File: src/rtl/delay_pkg.sv
// Shared definitions for the delay_master request arbiter and its helpers.
package delay_pkg;

    // Requester operation codes as presented on req_op.
    typedef enum logic [1:0] {
        OP_READ  = 2'b00,
        OP_WRITE = 2'b01,
        OP_ALLOC = 2'b10,
        OP_RSVD  = 2'b11
    } op_e;

    // Arbiter transaction states.
    typedef enum logic [1:0] {
        ST_IDLE  = 2'b00,
        ST_ISSUE = 2'b01,
        ST_WAIT  = 2'b10,
        ST_RESP  = 2'b11
    } state_e;

    // Fractional bits of delay values (Q8) exchanged with delay_master.
    localparam int DELAY_FORMAT = 8;

endpackage

File: src/rtl/rr_arbiter.sv
// Combinational round-robin priority encoder: the first set request at or
// after index rr (wrapping) wins. Reusable by any shared-resource scheduler.
module rr_arbiter #(
    parameter int n_req = 4
) (
    input  logic [n_req-1:0]         req,
    input  logic [$clog2(n_req)-1:0] rr,
    output logic [n_req-1:0]         grant,
    output logic [$clog2(n_req)-1:0] idx,
    output logic                     any
);
    localparam int IDX_W = $clog2(n_req);

    logic [IDX_W:0] pos;

    // Walk offsets farthest-first so the nearest requester after rr is the last writer.
    always_comb begin
        grant = '0;
        idx   = '0;
        any   = 1'b0;
        pos   = '0;
        for (int k = n_req - 1; k >= 0; k--) begin
            pos = {1'b0, rr} + (IDX_W+1)'(k);
            if (pos >= (IDX_W+1)'(n_req)) pos = pos - (IDX_W+1)'(n_req);
            if (req[pos[IDX_W-1:0]]) begin
                idx = pos[IDX_W-1:0];
                any = 1'b1;
            end
        end
        if (any) grant[idx] = 1'b1;
    end

endmodule

File: src/rtl/delay_request_arbiter.sv
// Shares one delay_master port between n_req requesters: round-robin grant,
// one outstanding operation, completion/error/timeout routed back one-hot.
module delay_request_arbiter
    import delay_pkg::*;
#(
    parameter int n_req          = 4,
    parameter int data_width     = 16,
    parameter int handle_width   = 5,
    parameter int alloc_width    = 24,
    parameter int timeout_cycles = 63
) (
    input  logic                                clk,
    input  logic                                reset,
    input  logic [n_req-1:0]                    req_valid,
    input  logic [n_req-1:0][1:0]               req_op,
    input  logic [n_req-1:0][handle_width-1:0]  req_handle,
    input  logic [n_req-1:0][data_width-1:0]    req_data,
    input  logic [n_req-1:0][data_width-1:0]    req_inc,
    input  logic [n_req-1:0][alloc_width-1:0]   req_size,
    input  logic [n_req-1:0][alloc_width-1:0]   req_delay,
    output logic [n_req-1:0]                    req_ready,
    output logic [n_req-1:0]                    resp_valid,
    output logic [data_width-1:0]               resp_data,
    output logic                                resp_err,
    output logic                                dm_alloc_req,
    output logic                                dm_read_req,
    output logic                                dm_write_req,
    output logic [alloc_width-1:0]              dm_alloc_size,
    output logic [alloc_width-1:0]              dm_alloc_delay,
    output logic [handle_width-1:0]             dm_read_handle,
    output logic [handle_width-1:0]             dm_write_handle,
    output logic [data_width-1:0]               dm_write_data,
    output logic [data_width-1:0]               dm_write_inc,
    input  logic [data_width-1:0]               dm_data_out,
    input  logic                                dm_read_valid,
    input  logic                                dm_write_ack,
    input  logic                                dm_invalid_alloc,
    input  logic                                dm_invalid_read,
    input  logic                                dm_invalid_write,
    output logic                                busy
);
    localparam int IDX_W = $clog2(n_req);
    localparam int CNT_W = $clog2(timeout_cycles + 1);

    state_e             state;
    op_e                op;
    logic [IDX_W-1:0]   rr;
    logic [IDX_W-1:0]   gidx;
    logic [CNT_W-1:0]   cnt;
    logic [n_req-1:0]   grant;
    logic [IDX_W-1:0]   widx;
    logic               any;
    logic               done;
    logic               err;

    rr_arbiter #(.n_req(n_req)) u_arb (
        .req   (req_valid),
        .rr    (rr),
        .grant (grant),
        .idx   (widx),
        .any   (any)
    );

    // Grant is only offered in IDLE; fields are sampled on the same edge.
    assign req_ready = (state == ST_IDLE && reset) ? grant : '0;
    assign busy      = (state != ST_IDLE);

    // Completion decode while waiting; errors win over success, timeout is the backstop.
    always_comb begin
        done = 1'b0;
        err  = 1'b0;
        case (op)
            OP_READ: begin
                if (dm_invalid_read) begin
                    done = 1'b1;
                    err  = 1'b1;
                end else if (dm_read_valid) begin
                    done = 1'b1;
                end
            end
            OP_WRITE: begin
                if (dm_invalid_write) begin
                    done = 1'b1;
                    err  = 1'b1;
                end else if (dm_write_ack) begin
                    done = 1'b1;
                end
            end
            OP_ALLOC: begin
                // No success ack exists for alloc: error only in the first wait cycle.
                if (cnt == '0 && dm_invalid_alloc) begin
                    done = 1'b1;
                    err  = 1'b1;
                end else if (cnt == CNT_W'(1)) begin
                    done = 1'b1;
                end
            end
            default: begin
                done = 1'b1;
                err  = 1'b1;
            end
        endcase
        if (!done && cnt == CNT_W'(timeout_cycles - 1)) begin
            done = 1'b1;
            err  = 1'b1;
        end
    end

    // Transaction FSM with registered strobes, buses and response.
    always_ff @(posedge clk or negedge reset) begin
        if (!reset) begin
            state           <= ST_IDLE;
            op              <= OP_READ;
            rr              <= '0;
            gidx            <= '0;
            cnt             <= '0;
            dm_alloc_req    <= 1'b0;
            dm_read_req     <= 1'b0;
            dm_write_req    <= 1'b0;
            dm_alloc_size   <= '0;
            dm_alloc_delay  <= '0;
            dm_read_handle  <= '0;
            dm_write_handle <= '0;
            dm_write_data   <= '0;
            dm_write_inc    <= '0;
            resp_valid      <= '0;
            resp_data       <= '0;
            resp_err        <= 1'b0;
        end else begin
            dm_alloc_req <= 1'b0;
            dm_read_req  <= 1'b0;
            dm_write_req <= 1'b0;
            resp_valid   <= '0;
            resp_err     <= 1'b0;
            case (state)
                ST_IDLE: begin
                    if (any) begin
                        gidx <= widx;
                        op   <= op_e'(req_op[widx]);
                        rr   <= (widx == IDX_W'(n_req - 1)) ? '0 : widx + 1'b1;
                        state <= ST_ISSUE;
                        // Only the bus set matching the op is reloaded; the rest hold.
                        case (op_e'(req_op[widx]))
                            OP_READ: begin
                                dm_read_req    <= 1'b1;
                                dm_read_handle <= req_handle[widx];
                            end
                            OP_WRITE: begin
                                dm_write_req    <= 1'b1;
                                dm_write_handle <= req_handle[widx];
                                dm_write_data   <= req_data[widx];
                                dm_write_inc    <= req_inc[widx];
                            end
                            OP_ALLOC: begin
                                dm_alloc_req   <= 1'b1;
                                dm_alloc_size  <= req_size[widx];
                                dm_alloc_delay <= req_delay[widx];
                            end
                            default: begin
                                state            <= ST_RESP;
                                resp_valid[widx] <= 1'b1;
                                resp_err         <= 1'b1;
                                resp_data        <= '0;
                            end
                        endcase
                    end
                end
                ST_ISSUE: begin
                    cnt   <= '0;
                    state <= ST_WAIT;
                end
                ST_WAIT: begin
                    cnt <= cnt + 1'b1;
                    if (done) begin
                        state            <= ST_RESP;
                        resp_valid[gidx] <= 1'b1;
                        resp_err         <= err;
                        resp_data        <= (op == OP_READ && !err) ? dm_data_out : '0;
                    end
                end
                default: state <= ST_IDLE;
            endcase
        end
    end

endmodule

File: config.mk
export PLATFORM = sky130hd
export DESIGN_NAME = delay_request_arbiter
export DESIGN_NICKNAME = d
export VERILOG_FILES = /design/src/rtl/delay_pkg.sv /design/src/rtl/rr_arbiter.sv /design/src/rtl/delay_request_arbiter.sv
export SDC_FILE = /design/constraint.sdc
export NUM_CORES = 1
export LEC_CHECK = 0
export CORE_AREA = 10 10 185 187
export CTS_CLUSTER_SIZE = 25
export DETAILED_ROUTE_END_ITERATION = 10
export DIE_AREA = 0 0 195 197
export PLACE_DENSITY = 0.68
export SLEW_MARGIN = 20
export SYNTH_ARGS = -nofsm -noshare
export SYNTH_HDL_FRONTEND = slang
export SYNTH_HIERARCHICAL = 1
export SYNTH_SLANG_ARGS = --single-unit
File: constraint.sdc
create_clock -name clk -period 2.9 [get_ports clk]
set_input_delay 0.58 -clock clk [delete_from_list [all_inputs] [get_ports clk]]
set_output_delay 0.58 -clock clk [all_outputs]
set_load 0.02 [all_outputs]
==> Implementation_results.wiki <==
{| class="wikitable"
! Metric !! Value
|-
| RePlAce Congestion || between 0.8 and 0.9
|-
| Synth async-reset ratio || 100%
|-
| Max-cap violations || 0
|-
| Biggest area contributors in the synthesized netlist || dfrtp_1 44%, mux4_2 27%, mux2_2 14%, a22o_1 1.9%, ha_1 1.9%
|-
| Reg2reg setup slack || 0.25 ns
|-
| Gr ovfl total || 0
|-
| Setup repair after global routing missed its margin || false
|-
| Post-synth EDFFs || 0
|-
| Worst clock skew on the final layout || roughly 0.015 ns
|-
| Fill cell count || around 2.8k
|-
| Count of cell instances traversed by the critical path || 10
|-
| Critical path capture point type || flop
|-
| Synth Net Count || around 880
|-
| Residual DRC || 0
|-
| Post-route ant nets || 0
|-
| Highest clock rate || about 360 MHz
|-
| Design area || 13,600 sq um
|-
| Most used flip-flop cell after synthesis || dfrtp_1
|-
| Die height || 197 um
|-
| Via count of the first global-routing pass || between 7k and 8k
|-
| Area Growth Syn to Fin || 84.9%
|-
| Ordered list of cells on the worst path || clkdlybuf4s50_1 > nand2b_4 > a21oi_1 > a211oi_4 > mux4_2 > and4_4 > a21oi_4 > nor4b_4 > buf_12 > a22o_1
|-
| Leak Pwr || 5.37 nW
|-
| Clock tree from TritonCTS || built
|-
| Status || complete, no violations
|-
| Reg2reg start || rr[0]
|-
| Pin count of the biggest net entering global routing || 70
|-
| Peak fanout along the critical path || 16
|-
| Worst-Margin Slew || around 0.91 ns
|-
| End point of the critical path || resp_data[14]
|-
| Starting DRC count in detailed routing || 240
|-
| Placement Rows || between 60 and 70
|-
| Pwr/cell area || 923 nW/um^2
|-
| Num CTS Buffers || 17
|-
| Launch point of the critical path || req_valid[1]
|-
| Area of the die || 38,400 sq um
|-
| Type of the setup path with the least slack || input pin to flop
|-
| Total negative setup slack || 0 ns
|-
| Cell Area, Synth || around 7400 sq um
|-
| Mean cell area of the mapped netlist || 15.0 sq um
|-
| Final Critical Period || around 2.8 ns
|-
| Critical Path Source Type || input pin
|-
| Cell taking the most area after synthesis || dfrtp_1
|-
| Data arrival time of the critical path || 3.11 ns
|-
| Via count normalized by instance count || roughly 4.7
|-
| Initial antenna violation count || 4
|-
| Clock-pin slew on the worst setup and hold paths || 0.06 ns
|-
| Largest stage delay on the critical path || 0.64 ns
|-
| Yosys warnings || 6
|-
| Fraction of post-synthesis cell area in the top cell type by area || between 40 and 50%
|-
| Family of cells with the greatest summed delay on the critical path || compound AO/OA/AOI/OAI gates
|-
| Cell count of the worst reg-to-reg path || 9
|-
| Instance count of the mapped netlist || just under 500
|-
| Share of layout cells above drive strength 1 || ~25%
|-
| Final Setup Violations || 0
|-
| Count of input and output buffers || between 400 and 500
|-
| Total Routing Usage GR || between 10% and 20%
|-
| Most instantiated cells after synthesis || 128 x dfrtp_1, 91 x mux2_2, 87 x mux4_2
|-
| Starting density of the core || 24.2%
|-
| Nets || ~1.4k
|-
| First-pass GRT wire length || between 40,000 and 50,000 um
|-
| Share of the clock period used by the worst path after layout || a little over nine tenths
|-
| Fin. max-slew vios || 0
|-
| Final core occ || between 40% and 50%
|-
| Detailed-route wire length || ~34,000 um
|-
| Remaining max-slew budget at the tightest pin || roughly two fifths
|-
| Number of top-level pins || a little under 500
|-
| Fin worst setup slack || between 0.09 and 0.1 ns
|-
| Reg-to-reg critical path endpoint || resp_data[14]
|-
| Die width || 195 um
|-
| Worst voltage drop across the vdd grid || about 0.4 mV
|-
| Hold/Removal Path Class || flop to flop
|-
| Instance area after placement || between 10,000 and 15,000 sq um
|-
| Most numerous cell in the Yosys netlist || dfrtp_1
|-
| Final hold violations || 0
|-
| Clock root buffer || clkbuf_16
|-
| Slowest stage cell on the critical path || mux4_2
|-
| DPL Wire Length || approximately 28,000 um
|-
| Drt pass-1 iters || 6
|-
| Buffers and inverters on the worst path || 2
|-
| Number of unique standard cell types used by synthesis || 49
|-
| Clock Latency Late Sink || 0.43 ns
|-
| Area of the core region || between 30,000 and 40,000 sq um
|-
| DR WL/cell || between 20 and 25 um
|-
| Flop and latch count out of synthesis || 128
|-
| Via count of the routed design || approximately 6.6k
|-
| Data required time of the critical path || around 3.2 ns
|-
| Clock sink count || ~130
|-
| Maximum number of buffers from clock root to sink || 2
|-
| Sequential cell area fraction in the yosys report || about 44%
|-
| Total design power || approximately 0.013 W
|-
| Maximum level of the CTS H-tree || 4
|-
| Worst slack after detailed placement || -0.648 ns
|}
[cell type report]
cell class                      count  area [sq um]  area share, %
Timing Repair Buffer              526          5290           38.9
Multi-Input combinational cell    310          3950           29.0
Sequential cell                   128          3210           23.6
Tap cell                          396           495           3.64
Clock buffer                       22           474           3.49
Clock inverter                      9           133          0.975
Inverter                           13          48.8          0.359
Antenna cell                        2          5.00         0.0368
[layer usage]
layer	GRT usage [%]	vias up	part of all wire (%)
met5	0	-	0.047
met4	4.81	4	1.7
met3	6.86	34	8.3
met2	30.9	261	54
met1	17.5	3341	36
li1	-	2947	-
[logic make-up (layout without fill, tap and decap cells)]
group                    count (synthesis)  after routing  synth area share, %
multiplexers                           179            179                 40.7
buffers and inverters                   51            570                 3.30
other                                    0              2                    0
adder cells (fa/ha/maj)                 11             11                 1.87
AND/OR/NAND/NOR                         62             62                 4.47
AO/OA/AOI/OAI                           58             58                 6.11
flip-flops                             128            128                 43.5
[state kept, by name, indices dropped and copies added (netlist names), 4 cells and up]
register	count
dm_read_handle	5
resp_valid	4
dm_write_handle	5
cnt	6
dm_alloc_delay	24
dm_write_inc	16
dm_alloc_size	24
resp_data	16
dm_write_data	16
[how the worst min path moves through the flow]
stage / startpoint / to / slack (ns) / cells after the start
4_1_cts: reset / cnt[2] / 0.49 / 2
2_1_floorplan: reset / cnt[0] / 0.28 / 0
3_5_place_dp: reset / cnt[3] / 0.39 / 1
6_report: resp_data[9] / resp_data[9] / 0.50 / 1
3_3_place_gp: reset / cnt[3] / 0.39 / 1
5_1_grt: reset / cnt[2] / 0.50 / 2
[report_power, final]
part	internal (W)	total [W]	switching, W
registers	0.00260	0.00309	0.000491
clock network	0.00142	0.00224	0.000825
logic	0.00392	0.00722	0.00330
[metrics by stage]
step                hold WS, ns  instances
finish                    0.499       1406
global route              0.500       1406
CTS                       0.492       1404
detailed placement        0.388       1371
global placement          0.387       1371
floorplan                 0.284        489
[worst register-to-register path, delay by kind of cell (launching register included)]
family,cells,cell delay (ns)
and+or+nand+nor,3,0.37
muxes,1,0.64
AOI/OAI and AO/OA,4,0.91
DFF,1,0.47
buffers and inverters,1,0.15
[layout by cell type, fill, tap and decap left out, types with 3 or more instances in the layout]
| cell type | count |
|---|---|
| clkdlybuf4s50_1 | 485 |
| dfrtp_1 | 126 |
| mux2_2 | 91 |
| mux4_2 | 87 |
| buf_4 | 24 |
| nand2_1 | 22 |
| clkbuf_16 | 17 |
| a22o_1 | 16 |
| inv_1 | 13 |
| ha_1 | 11 |
| o21ai_0 | 10 |
| nor2_1 | 9 |
| nand3_1 | 8 |
| buf_12 | 8 |
| a21oi_1 | 6 |
| and3_1 | 5 |
| o31ai_1 | 5 |
| a32o_1 | 4 |
| dlygate4sd2_1 | 4 |
| clkbuf_8 | 3 |
| bufinv_16 | 3 |
| dlymetal6s2s_1 | 3 |
[what timing repair did]
action / 4_1_cts / 5_1_grt
pin swaps: 2 / 1
setup buffers: 1 / 0
endpoints found under the hold margin: 6 / 0
endpoints found under the setup margin: 59 / 63
hold buffers: 1 / 0
gates resized for setup: 4 / 6
No activity file was read; power rests on OpenSTA's default activity.
